<file path="config.mk">
export PLATFORM = sky130hd
export DESIGN_NAME = y86_seq_ctrl
export DESIGN_NICKNAME = d
export VERILOG_FILES = /design/src/rtl/y86_pkg.sv /design/src/rtl/y86_icode_class.sv /design/src/rtl/y86_seq_ctrl.sv
export SDC_FILE = /design/constraint.sdc
export NUM_CORES = 1
export LEC_CHECK = 0
export ABC_CLOCK_PERIOD_IN_PS = 2800
export BUFFER_PORTS_ARGS = -buffer_cell sky130_fd_sc_hd__buf_2
export CORE_ASPECT_RATIO = 1.25
export CORE_UTILIZATION = 30
export CTS_BUF_LIST = sky130_fd_sc_hd__clkbuf_8
export CTS_CLUSTER_DIAMETER = 60
export DETAILED_ROUTE_END_ITERATION = 10
export SKIP_LAST_GASP = 1
export SLEW_MARGIN = 40
export SYNTH_ARGS = -nofsm -noshare
export SYNTH_HDL_FRONTEND = slang
export SYNTH_SLANG_ARGS = --single-unit
export TNS_END_PERCENT = 20
</file>
<file path="constraint.sdc">
create_clock -name clk -period 2.8 [get_ports clk]
set_input_delay 0.56 -clock clk [delete_from_list [all_inputs] [get_ports clk]]
set_output_delay 0.56 -clock clk [all_outputs]
set_load 0.05 [all_outputs]
</file>
<file path="src/rtl/y86_pkg.sv">
// Shared definitions for the Y86 SEQ sequencer: instruction codes, status
// encoding, controller states and the instruction-class helper functions.
package y86_pkg;

    localparam logic [3:0] I_HALT   = 4'h0;
    localparam logic [3:0] I_NOP    = 4'h1;
    localparam logic [3:0] I_CMOVXX = 4'h2;
    localparam logic [3:0] I_IRMOVL = 4'h3;
    localparam logic [3:0] I_RMMOVL = 4'h4;
    localparam logic [3:0] I_MRMOVL = 4'h5;
    localparam logic [3:0] I_OPL    = 4'h6;
    localparam logic [3:0] I_JXX    = 4'h7;
    localparam logic [3:0] I_CALL   = 4'h8;
    localparam logic [3:0] I_RET    = 4'h9;
    localparam logic [3:0] I_PUSHL  = 4'hA;
    localparam logic [3:0] I_POPL   = 4'hB;

    typedef enum logic [1:0] {
        STAT_AOK = 2'd0,
        STAT_HLT = 2'd1,
        STAT_ADR = 2'd2,
        STAT_INS = 2'd3
    } stat_t;

    typedef enum logic [2:0] {
        S_IDLE      = 3'd0,
        S_FETCH     = 3'd1,
        S_DECODE    = 3'd2,
        S_EXECUTE   = 3'd3,
        S_MEMORY    = 3'd4,
        S_WRITEBACK = 3'd5,
        S_PCUPD     = 3'd6,
        S_HALTED    = 3'd7
    } state_t;

    function automatic logic is_mem_rd(input logic [3:0] icode);
        return (icode == I_MRMOVL) || (icode == I_RET) || (icode == I_POPL);
    endfunction

    function automatic logic is_mem_wr(input logic [3:0] icode);
        return (icode == I_RMMOVL) || (icode == I_CALL) || (icode == I_PUSHL);
    endfunction

    // NOP, RMMOVL, JXX and HALT never touch the register file.
    function automatic logic writes_reg(input logic [3:0] icode, input logic cnd);
        case (icode)
            I_CMOVXX: return cnd;
            I_IRMOVL, I_MRMOVL, I_OPL, I_CALL,
            I_RET, I_PUSHL, I_POPL: return 1'b1;
            default: return 1'b0;
        endcase
    endfunction

endpackage

</file>
<file path="src/rtl/y86_icode_class.sv">
// Combinational class decode of the latched instruction code and condition flag.
module y86_icode_class
    import y86_pkg::*;
(
    input  logic [3:0] icode_i,
    input  logic       cnd_i,
    output logic       mem_rd_o,
    output logic       mem_wr_o,
    output logic       wb_o,
    output logic       sets_cc_o,
    output logic       legal_o
);

    assign mem_rd_o  = is_mem_rd(icode_i);
    assign mem_wr_o  = is_mem_wr(icode_i);
    assign wb_o      = writes_reg(icode_i, cnd_i);
    assign sets_cc_o = (icode_i == I_OPL);
    assign legal_o   = (icode_i <= I_POPL);

endmodule

</file>
<file path="src/rtl/y86_seq_ctrl.sv">
// Multi-cycle SEQ sequencer: walks each instruction through the stages, runs the
// memory handshakes, tracks architectural status and counts retired instructions.
module y86_seq_ctrl
    import y86_pkg::*;
#(
    parameter int CNT_W = 32
) (
    input  logic             clk,
    input  logic             rst,
    input  logic             start_i,
    input  logic [3:0]       icode_i,
    input  logic             instr_valid_i,
    input  logic             imem_ack_i,
    input  logic             imem_err_i,
    input  logic             dmem_ack_i,
    input  logic             dmem_err_i,
    input  logic             cnd_i,
    output logic             imem_req_o,
    output logic             dmem_rd_o,
    output logic             dmem_wr_o,
    output logic             dec_en_o,
    output logic             exe_en_o,
    output logic             cc_en_o,
    output logic             wb_en_o,
    output logic             pc_en_o,
    output logic [1:0]       stat_o,
    output logic             running_o,
    output logic [CNT_W-1:0] retired_o
);

    state_t           r_state;
    state_t           w_next;
    logic [3:0]       r_icode;
    logic             r_cnd;
    stat_t            r_stat;
    stat_t            w_haltStat;
    logic [CNT_W-1:0] r_retired;

    logic w_memRd;
    logic w_memWr;
    logic w_wb;
    logic w_setsCc;
    logic w_legal;

    y86_icode_class u_class (
        .icode_i   (r_icode),
        .cnd_i     (r_cnd),
        .mem_rd_o  (w_memRd),
        .mem_wr_o  (w_memWr),
        .wb_o      (w_wb),
        .sets_cc_o (w_setsCc),
        .legal_o   (w_legal)
    );

    always_ff @(posedge clk) begin
        if (rst) begin
            r_state   <= S_IDLE;
            r_icode   <= 4'h0;
            r_cnd     <= 1'b0;
            r_stat    <= STAT_AOK;
            r_retired <= '0;
        end else begin
            r_state <= w_next;
            if (r_state == S_FETCH && imem_ack_i && !imem_err_i)
                r_icode <= icode_i;
            if (r_state == S_EXECUTE)
                r_cnd <= cnd_i;
            // Status is written once, on the edge that enters HALTED.
            if (w_next == S_HALTED && r_state != S_HALTED)
                r_stat <= w_haltStat;
            if (r_state == S_PCUPD)
                r_retired <= r_retired + {{(CNT_W-1){1'b0}}, 1'b1};
        end
    end

    always_comb begin
        w_next     = r_state;
        w_haltStat = r_stat;
        imem_req_o = 1'b0;
        dmem_rd_o  = 1'b0;
        dmem_wr_o  = 1'b0;
        dec_en_o   = 1'b0;
        exe_en_o   = 1'b0;
        cc_en_o    = 1'b0;
        wb_en_o    = 1'b0;
        pc_en_o    = 1'b0;
        running_o  = 1'b1;
        case (r_state)
            S_IDLE: begin
                running_o = 1'b0;
                if (start_i)
                    w_next = S_FETCH;
            end
            S_FETCH: begin
                imem_req_o = 1'b1;
                if (imem_ack_i) begin
                    if (imem_err_i) begin
                        w_next     = S_HALTED;
                        w_haltStat = STAT_ADR;
                    end else begin
                        w_next = S_DECODE;
                    end
                end
            end
            S_DECODE: begin
                dec_en_o = 1'b1;
                if (!instr_valid_i || !w_legal) begin
                    w_next     = S_HALTED;
                    w_haltStat = STAT_INS;
                end else if (r_icode == I_HALT) begin
                    w_next     = S_HALTED;
                    w_haltStat = STAT_HLT;
                end else begin
                    w_next = S_EXECUTE;
                end
            end
            S_EXECUTE: begin
                exe_en_o = 1'b1;
                cc_en_o  = w_setsCc;
                w_next   = (w_memRd || w_memWr) ? S_MEMORY : S_WRITEBACK;
            end
            // Read and write classes are disjoint, the guard keeps that explicit.
            S_MEMORY: begin
                dmem_rd_o = w_memRd;
                dmem_wr_o = w_memWr && !w_memRd;
                if (dmem_ack_i) begin
                    if (dmem_err_i) begin
                        w_next     = S_HALTED;
                        w_haltStat = STAT_ADR;
                    end else begin
                        w_next = S_WRITEBACK;
                    end
                end
            end
            S_WRITEBACK: begin
                wb_en_o = w_wb;
                w_next  = S_PCUPD;
            end
            S_PCUPD: begin
                pc_en_o = 1'b1;
                w_next  = S_FETCH;
            end
            S_HALTED: begin
                running_o = 1'b0;
            end
            default: begin
                w_next = S_IDLE;
            end
        endcase
    end

    assign stat_o    = r_stat;
    assign retired_o = r_retired;

endmodule

</file>
==> impl_metrics.yaml, run 1 <==
run_status:
  run_status: "finished, final reports clean"
drt:
  routed_wl_um: 5152
  drt_iter0_markers: 140
  vias: 2090
  wl_per_cell_um: 12.78
  viasPerCell: 5.186
  dr.pass1.iters: 4
  ant_nets: 0
  drc: 0
worst_setup_path:
  reg2reg_from: "r_state[2]"
  critPathSlowestCell: "dfxtp_1"
  critPathLaunch: "r_state[0]"
  cp-start-kind: "register"
  ff2ff_path_depth: 4
  worstPathRequired_ns: 2.24
  worstPathMaxFanout: 9
  crit_chain: "inv_1, or2_2, nor4_1, buf_2"
  ff2ff_setup_slack_ns: 0.61
  r2r-end: "retired_o[25]"
  arrival_ns: 1.86
  critical-path-max-stage-delay_ns: 0.49
  endpoint_kind: "output port"
  worstSetupPathType: "reg2out"
clock_tree:
  clock_latency_ns: 0.29
  ctsHoldBuffers: 0
  cts-root-buf: "clkbuf_8"
  numCtsBuffers: 5
  max-clock-path-buffers: 2
  cts_setup_buffers: 0
  clk_pin_slew_ns: 0.09
  post_cts_resized: 0
  cts.sink_count: 42
  htreeDepth: 2
  cts_tree: "yes"
layout:
  finalNetCount: 326
  antenna_cells: 0
  regArea_um2: 840.8
  area_growth_pct: 19.31
  drive_above_1_share_pct: 24.92
  nFillCells: 806
  multi_input_area_um2: 1230
placement:
  hpwlAfterDp_um: 3706
  portBuffers: 55
  place_congestion: 0.7333
sta:
  post-route-period-util_pct: 86.58
  hold_viol_final: 0
  skew_ns: 0.01332
  worst_pin_slew_ns: 0.6815
  max_freq_mhz: 412.5
  finalSetupTns_ns: 0
  finalSetupViolCount: 0
  layout_min_cycle_time_ns: 2.424
  maxSlewViolCount: 0
  slew-limit-headroom_pct: 54.57
  rsz0062_at_grt: "false"
min_path:
  whs_path_depth: 2
  hold_path_class: "reg2reg"
  hold_path_end: "stat_o[1]"
  min_from: "stat_o[1]"
floorplan:
  start_util_pct: 31.29
  fp.coreArea_um2: 7062
  dieArea_um2: 7715
  die_w_um: 78.76
  fp.dieH_um: 97.95
  boundaryPins: 56
  rows: 34
synth:
  synth.cell_area_um2: 2210
  yosys_warnings: 0
  async_flop_share_pct: 0
  synth_flop_cell: "dfxtp_1"
  ys_seq_area_share_pct: 38.05
  ys_types: 43
  ys_ff_latch: 42
  syn_nets: 280
  syn_area_per_cell_um2: 8.307
  syn_inst: 266
  synth_edf_count: 0
power_and_ir_drop:
  cellPowerDensity_nw_per_um2: 511.2
  ir_drop_mv: 0.3575
  p_total_mw: 1.348
  p_leak_nw: 1.087
global_route:
  antenna_found_initial: 0
  grt_max_degree: 32
  grt-ovfl-total: 0
  grt_pass1_vias: 1892
  top_usage_layer: "met2"
  grtUsageMet1_pct: 15.92
  use_met2_pct: 25.62
  grt_pass1_wl_um: 8680
  met3_usage_pct: 3.084
  grt.total_usage_pct: 13.85
job:
  maxCapViolCount: 0
## logic make-up (layout without fill, tap and decap cells)
group | count (synthesis) | in the layout | share of synthesized area [%]
xor+xnor | 10 | 10 | 3.964
simple gates | 116 | 116 | 30.35
mux | 12 | 12 | 5.776
compound gates | 52 | 52 | 14.72
flops | 42 | 42 | 38.05
buf+inv | 33 | 80 | 6.568
fa+ha+maj | 1 | 1 | 0.5662
## through the flow
step	util (%)	hold slack, ns	instances	cell area (um^2)	setup slack, ns
after floorplan	-	0.4579	266	2216	-0.2785
after global placement	35.83	0.4349	395	2530	0.6462
after detailed placement	35.83	0.4559	395	2530	0.6076
after CTS	37.33	0.4737	403	2636	0.3653
after global routing	37.33	0.4921	403	2636	0.2269
final	37.33	0.4736	403	2636	0.3759
## worst max path at each step
stage                         end  slack, ns  depth (start not counted)
floorplan                 cc_en_o      -0.28                          4
global placement    retired_o[28]       0.65                          5
detailed placement  retired_o[25]       0.61                          4
CTS                       cc_en_o       0.37                          4
global route              cc_en_o       0.23                          4
finish                    cc_en_o       0.38                          4
## synth_stat cells, types with 2 or more instances
cell | n | area (um^2)
and4_1 | 4 | 35.03
nand2b_1 | 2 | 12.51
mux2i_1 | 6 | 60.06
mux2_2 | 3 | 33.78
buf_2 | 2 | 10.01
o31ai_1 | 14 | 105.1
nand3_1 | 8 | 40.04
mux2_1 | 3 | 33.78
nand4_1 | 5 | 31.28
nor4_1 | 5 | 31.28
nand4b_1 | 2 | 17.52
nor2_1 | 32 | 120.1
a2111oi_0 | 2 | 17.52
xor2_1 | 2 | 17.52
and3_1 | 3 | 18.77
or4_1 | 14 | 105.1
or3_1 | 3 | 18.77
nor3_1 | 5 | 25.02
a21oi_1 | 22 | 110.1
nor2b_1 | 6 | 37.54
o21ai_0 | 7 | 35.03
xnor2_1 | 8 | 70.07
dfxtp_1 | 42 | 840.8
a31o_2 | 2 | 17.52
clkbuf_1 | 13 | 48.80
nor4_2 | 4 | 50.05
inv_1 | 15 | 56.30
nand2_1 | 17 | 63.81
## cells in the final DEF, fill, tap and decap left out, types with 2 or more instances in the layout
cell	n
buf_2	55
dfxtp_1	42
nor2_1	32
a21oi_1	22
inv_1	17
nand2_1	17
or4_1	14
o31ai_1	14
nand3_1	8
xnor2_1	8
o21ai_0	7
mux2i_1	6
nor2b_1	6
nor3_1	5
nor4_1	5
nand4_1	5
clkbuf_8	5
and4_1	4
nor4_2	4
and3_1	3
or3_1	3
mux2_2	3
mux2_1	3
nand2b_1	2
xor2_1	2
nand4b_1	2
a31o_2	2
buf_4	2
## registers in the layout (all words and copies together), names as in the netlist
signal	flops
retired_o	32
r_state	3
stat_o	2
r_icode	4
r_cnd	1
## per-layer routing
metal	vias to the layer above	wire, um	share of wire (%)
li1	1045	-	-
met1	996	2158	42
met2	47	2720	53
met3	2	250	4.9
met4	0	23	0.45
met5	-	0	0
## power by group
group	switching [mW]	internal [mW]
registers	0.0359	0.617
clock network	0.207	0.260
logic	0.159	0.0694
total	0.401	0.946
## final cells by class
class                   count  share of cell area, %
clock buffers               5                  2.610
inverters                  15                  2.136
flip-flops and latches     42                  31.89
repair buffers             57                  11.01
multi-input cells         191                  46.65
clock inverters             3                  1.424
well taps                  90                  4.271
## critical path, delay by kind of cell (launching register included)
kind | cells | cell delay, ns
buffers and inverters | 2 | 0.49
and+or+nand+nor | 2 | 0.58
DFF | 1 | 0.49
(Power assumes the default switching activity.)
==> inputs of run 2 (changes only) <==
--- a/config.mk
+++ b/config.mk
@@ -12,6 +12,7 @@
 export CTS_BUF_LIST = sky130_fd_sc_hd__clkbuf_8
 export CTS_CLUSTER_DIAMETER = 60
 export DETAILED_ROUTE_END_ITERATION = 10
+export REMOVE_ABC_BUFFERS = 1
 export SKIP_LAST_GASP = 1
 export SLEW_MARGIN = 40
 export SYNTH_ARGS = -nofsm -noshare
==> run 2 against run 1 <==
Count of clock-buffer cells in the layout is the same. Die area is the same. Clock skew shrank 0.0074 ns. Combinational power is essentially flat. Hold slack lost 0.031 ns. Cell area shrank 1.0%. Cell count is the same. Via count shrank 2.1%. Register-to-register slack is essentially flat. Setup slack gained 0.042 ns. Fmax grew 1.8%. Largest power group unchanged. Highest routed layer unchanged.
==> impl_metrics.yaml, run 2 (synthesis gave the netlist of run 1 again) <==
clock_tree:
  clk_pin_slew_ns: 0.08
  ctsHoldBuffers: 0
  cts_setup_buffers: 0
  cts-root-buf: "clkbuf_8"
  cts.sink_count: 42
  htreeDepth: 2
  post_cts_resized: 0
  numCtsBuffers: 5
  clock_latency_ns: 0.29
  max-clock-path-buffers: 2
  cts_tree: "yes"
power_and_ir_drop:
  cellPowerDensity_nw_per_um2: 482.6
  p_leak_nw: 1.076
  pwr-share-clk_pct: 30.5
  sw_frac_of_total_pct: 31.83
  ir_drop_mv: 0.2549
  p_int_mw: 0.8586
  power.share.sequential_pct: 51.6
  p_sw_mw: 0.4009
  pwr-share-comb_pct: 17.8
placement:
  place_congestion: 0.8029
  pre_cts_ws_ns: 0.6045
  hpwlAfterDp_um: 3636
  portBuffers: 55
drt:
  vias: 2047
  routed_wl_um: 5055
  ant_nets: 0
  drc: 0
  viasPerCell: 5.079
  dr.pass1.iters: 5
  drt_iter0_markers: 112
  wl_per_cell_um: 12.54
worst_setup_path:
  worstPathRequired_ns: 2.24
  path_depth: 4
  critPathSlowestCell: "dfxtp_1"
  worstSetupPathType: "reg2out"
  worst-path-buf-inv: 1
  crit_chain: "nand2b_1, or2_2, nor4_1, buf_2"
  critical-path-max-stage-delay_ns: 0.53
  cp-start-kind: "register"
  ff2ff_path_depth: 4
  arrival_ns: 1.82
  worstPathMaxFanout: 11
  endpoint_kind: "output port"
  critical-path-top-delay-family: "simple AND/OR/NAND/NOR gates"
layout:
  finalNetCount: 326
  final_common_cell: "buf_2"
  final_cell_mix: "buf_2, dfxtp_1, nor2_1"
  antenna_cells: 0
  drive_above_1_share_pct: 24.92
  utilization_pct: 36.96
  largest_register_ffs: 32
  area_growth_pct: 18.12
sta:
  slew-limit-headroom_pct: 54.68
  skew_ns: 0.005934
  hold_viol_final: 0
  post-route-period-util_pct: 85.06
  maxSlewViolCount: 0
  layout_setup_ws_ns: 0.4182
  rsz0062_at_grt: "false"
  fin_hold_ws_ns: 0.4426
  worst_pin_slew_ns: 0.6798
  layout_min_cycle_time_ns: 2.382
  finalSetupViolCount: 0
  max_freq_mhz: 419.8
floorplan:
  start_util_pct: 31.29
  rows: 34
  die_w_um: 78.76
  fp.coreArea_um2: 7062
  fp.dieH_um: 97.95
  boundaryPins: 56
  dieArea_um2: 7715
global_route:
  grt_max_degree: 38
  grt_pass1_wl_um: 8376
  antenna_found_initial: 0
  grt.total_usage_pct: 13.31
  grt-ovfl-total: 0
  grt_pass1_vias: 1860
min_path:
  hold_path_class: "reg2reg"
  whs_path_depth: 2
run_status:
  run_status: "finished, final reports clean"
job:
  maxCapViolCount: 0
-- run 2: final timing paths --
check                                 from             to  slack (ns)
worst max-delay path            r_state[1]        cc_en_o        0.42
worst min-delay path             stat_o[1]      stat_o[1]        0.44
worst max register to register  r_state[1]  retired_o[27]        0.62
worst min register to register   stat_o[1]      stat_o[1]        0.44
-- run 2: worst min-delay path: stages (launching register included) --
cell and delay [ns]:
dfxtp_1 0.31, inv_1 0.05, a21oi_1 0.05
-- run 2: final cells by class --
class                   count  area (um^2)
inverters                  15        56.30
clock inverters             3        17.52
clock buffers               5        68.82
flip-flops and latches     42        840.8
multi-input cells         191         1224
well taps                  90        112.6
fillers                   766         4452
repair buffers             57        290.3
-- run 2: metal layers --
metal  routed length [um]  global-route usage, %
met5                    0                      0
met4                   43                  3.561
met3                  206                  3.364
met2                 2433                  23.48
met1                 2371                  15.77
-- run 2: power groups by stage --
| stage | combinational (mW) | clock (mW) | sequential (mW) |
|---|---|---|---|
| after floorplan | 0.144 | 0 | 0.681 |
| after global placement | 0.226 | 0 | 0.664 |
| after detailed placement | 0.225 | 0 | 0.665 |
| after CTS | 0.226 | 0.406 | 0.652 |
| after global routing | 0.244 | 0.428 | 0.656 |
| final | 0.225 | 0.384 | 0.651 |
-- run 2: per-stage QoR --
stage	total power [mW]	instances	cell area, um^2	setup TNS [ns]
global placement	0.8893	395	2524	0
detailed placement	0.8908	395	2524	0
CTS	1.283	403	2610	0
finish	1.260	403	2610	0
global route	1.329	403	2610	0
floorplan	0.8251	248	2121	-1.044
==> inputs of run 3 (changes only) <==
--- a/config.mk
+++ b/config.mk
@@ -8,6 +8,7 @@
 export ABC_CLOCK_PERIOD_IN_PS = 2800
 export BUFFER_PORTS_ARGS = -buffer_cell sky130_fd_sc_hd__buf_2
 export CORE_ASPECT_RATIO = 1.25
+export CORE_MARGIN = 2
 export CORE_UTILIZATION = 30
 export CTS_BUF_LIST = sky130_fd_sc_hd__clkbuf_8
 export CTS_CLUSTER_DIAMETER = 60
==> run 3 against run 2 <==
Setup slack worse by 0.0013 ns. Hold slack worse by 0.0027 ns. Global-route usage is 0.10 points lower. Critical path type unchanged. Non-clock buffer count stayed put. Largest power group unchanged. Die area is 4.6% higher. Sequential cell count stayed put. Clock power is 20% higher. Via count is 1.3% higher. Critical path depth stayed put. Routed wire length is 4.5% higher. Clock skew is 0.0047 ns higher. First-iteration DRC count is 64% lower.
==> impl_metrics.yaml, run 3 (synthesis gave the netlist of run 1 again) <==
clock_tree:
  max-clock-path-buffers: 2
  clk_pin_slew_ns: 0.08
  ctsHoldBuffers: 0
  cts.sink_count: 42
  cts-root-buf: "clkbuf_8"
  numCtsBuffers: 5
  post_cts_resized: 0
  htreeDepth: 2
  clock_latency_ns: 0.30
  cts_setup_buffers: 0
  cts_tree: "yes"
job:
  maxCapViolCount: 0
worst_setup_path:
  endpoint_kind: "output port"
  cp-start-kind: "register"
  ff2ff_path_depth: 4
  worstPathRequired_ns: 2.24
  worst-path-buf-inv: 1
  crit_chain: "nand2b_1, or2_2, nor4_1, buf_2"
  path_depth: 4
  critical-path-top-delay-family: "simple AND/OR/NAND/NOR gates"
  critPathSlowestCell: "dfxtp_1"
  critical-path-max-stage-delay_ns: 0.53
  arrival_ns: 1.82
  worstPathMaxFanout: 11
  worstSetupPathType: "reg2out"
sta:
  max_freq_mhz: 419.6
  skew_ns: 0.01062
  fin_hold_ws_ns: 0.4400
  finalSetupViolCount: 0
  maxSlewViolCount: 0
  worst_pin_slew_ns: 0.6933
  slew-limit-headroom_pct: 53.78
  layout_min_cycle_time_ns: 2.383
  layout_setup_ws_ns: 0.4168
  finalSetupTns_ns: 0
  rsz0062_at_grt: "false"
  post-route-period-util_pct: 85.11
  hold_viol_final: 0
drt:
  drt_iter0_markers: 40
  wl_per_cell_um: 13.04
  top_layer: "met4"
  route.met3.wl_um: 255
  dr.pass1.iters: 4
  drc: 0
  ant_nets: 0
  met1_length_um: 2365
  routed_wl_um: 5281
  vias: 2073
  viasPerCell: 5.119
  route.met2.wl_um: 2558
global_route:
  grt_pass1_vias: 1857
  grt-ovfl-total: 0
  grt_pass1_wl_um: 8569
  antenna_found_initial: 0
  grt.total_usage_pct: 13.21
  grt_max_degree: 30
run_status:
  run_status: "finished, final reports clean"
floorplan:
  die_w_um: 80.76
  fp.dieH_um: 99.95
  dieArea_um2: 8072
  start_util_pct: 30.40
  fp.coreArea_um2: 7269
  boundaryPins: 56
  rows: 35
layout:
  multi_input_area_um2: 1224
  largest_register_ffs: 32
  nFillCells: 790
  regArea_um2: 840.8
  finalNetCount: 326
  final_common_cell: "buf_2"
  area_growth_pct: 19.31
  antenna_cells: 0
  drive_above_1_share_pct: 25.24
  final_cell_mix: "buf_2, dfxtp_1, nor2_1"
placement:
  hpwlAfterDp_um: 3738
  place_congestion: 0.8038
  pre_cts_ws_ns: 0.6184
  portBuffers: 55
power_and_ir_drop:
  p_leak_nw: 1.084
  ir_drop_mv: 0.2095
  p_total_mw: 1.336
  cellPowerDensity_nw_per_um2: 506.7
min_path:
  hold_path_class: "reg2reg"
  whs_path_depth: 2
## run 3: cell count changes in the layout (fill, tap and decap cells not counted)
cell / before / now
clkbuf_8: 5 / 8
clkinv_2: 1 / 0
clkinv_4: 1 / 0
inv_1: 16 / 15
## run 3: path summary, 6_finish.rpt
kind | startpoint | to | slack [ns]
worst max-delay path | r_state[1] | cc_en_o | 0.42
worst min-delay path | stat_o[1] | stat_o[1] | 0.44
worst max register to register | r_state[1] | retired_o[25] | 0.61
worst min register to register | stat_o[1] | stat_o[1] | 0.44
## run 3: metrics by stage
step / instances / util, % / instance area, um^2
floorplan: 248 / - / 2121
global placement: 397 / 34.75 / 2526
detailed placement: 397 / 34.75 / 2526
CTS: 405 / 36.27 / 2636
global route: 405 / 36.27 / 2636
finish: 405 / 36.27 / 2636
## run 3: final cells by class
| type | count | share of cell area, % |
|---|---|---|
| Clock buffer | 8 | 4.177 |
| Inverter | 15 | 2.136 |
| Multi-Input combinational cell | 191 | 46.42 |
| Sequential cell | 42 | 31.89 |
| Tap cell | 92 | 4.366 |
| Timing Repair Buffer | 57 | 11.01 |
## run 3: routing by layer
layer	global-route usage, %	up-vias
met3	2.878	7
met1	16.30	973
met2	22.63	47
li1	-	1046
met5	0	-
met4	4.433	0
## run 3: tightest hold or removal path, delay by kind of cell (launching register included)
family	cells	cell delay (ns)
buf+inv	1	0.04
flops	1	0.31
compound gates	1	0.05
## run 3: power by group
group | internal [mW] | switching (mW)
logic | 0.0692 | 0.157
clock network | 0.249 | 0.209
registers | 0.617 | 0.0343
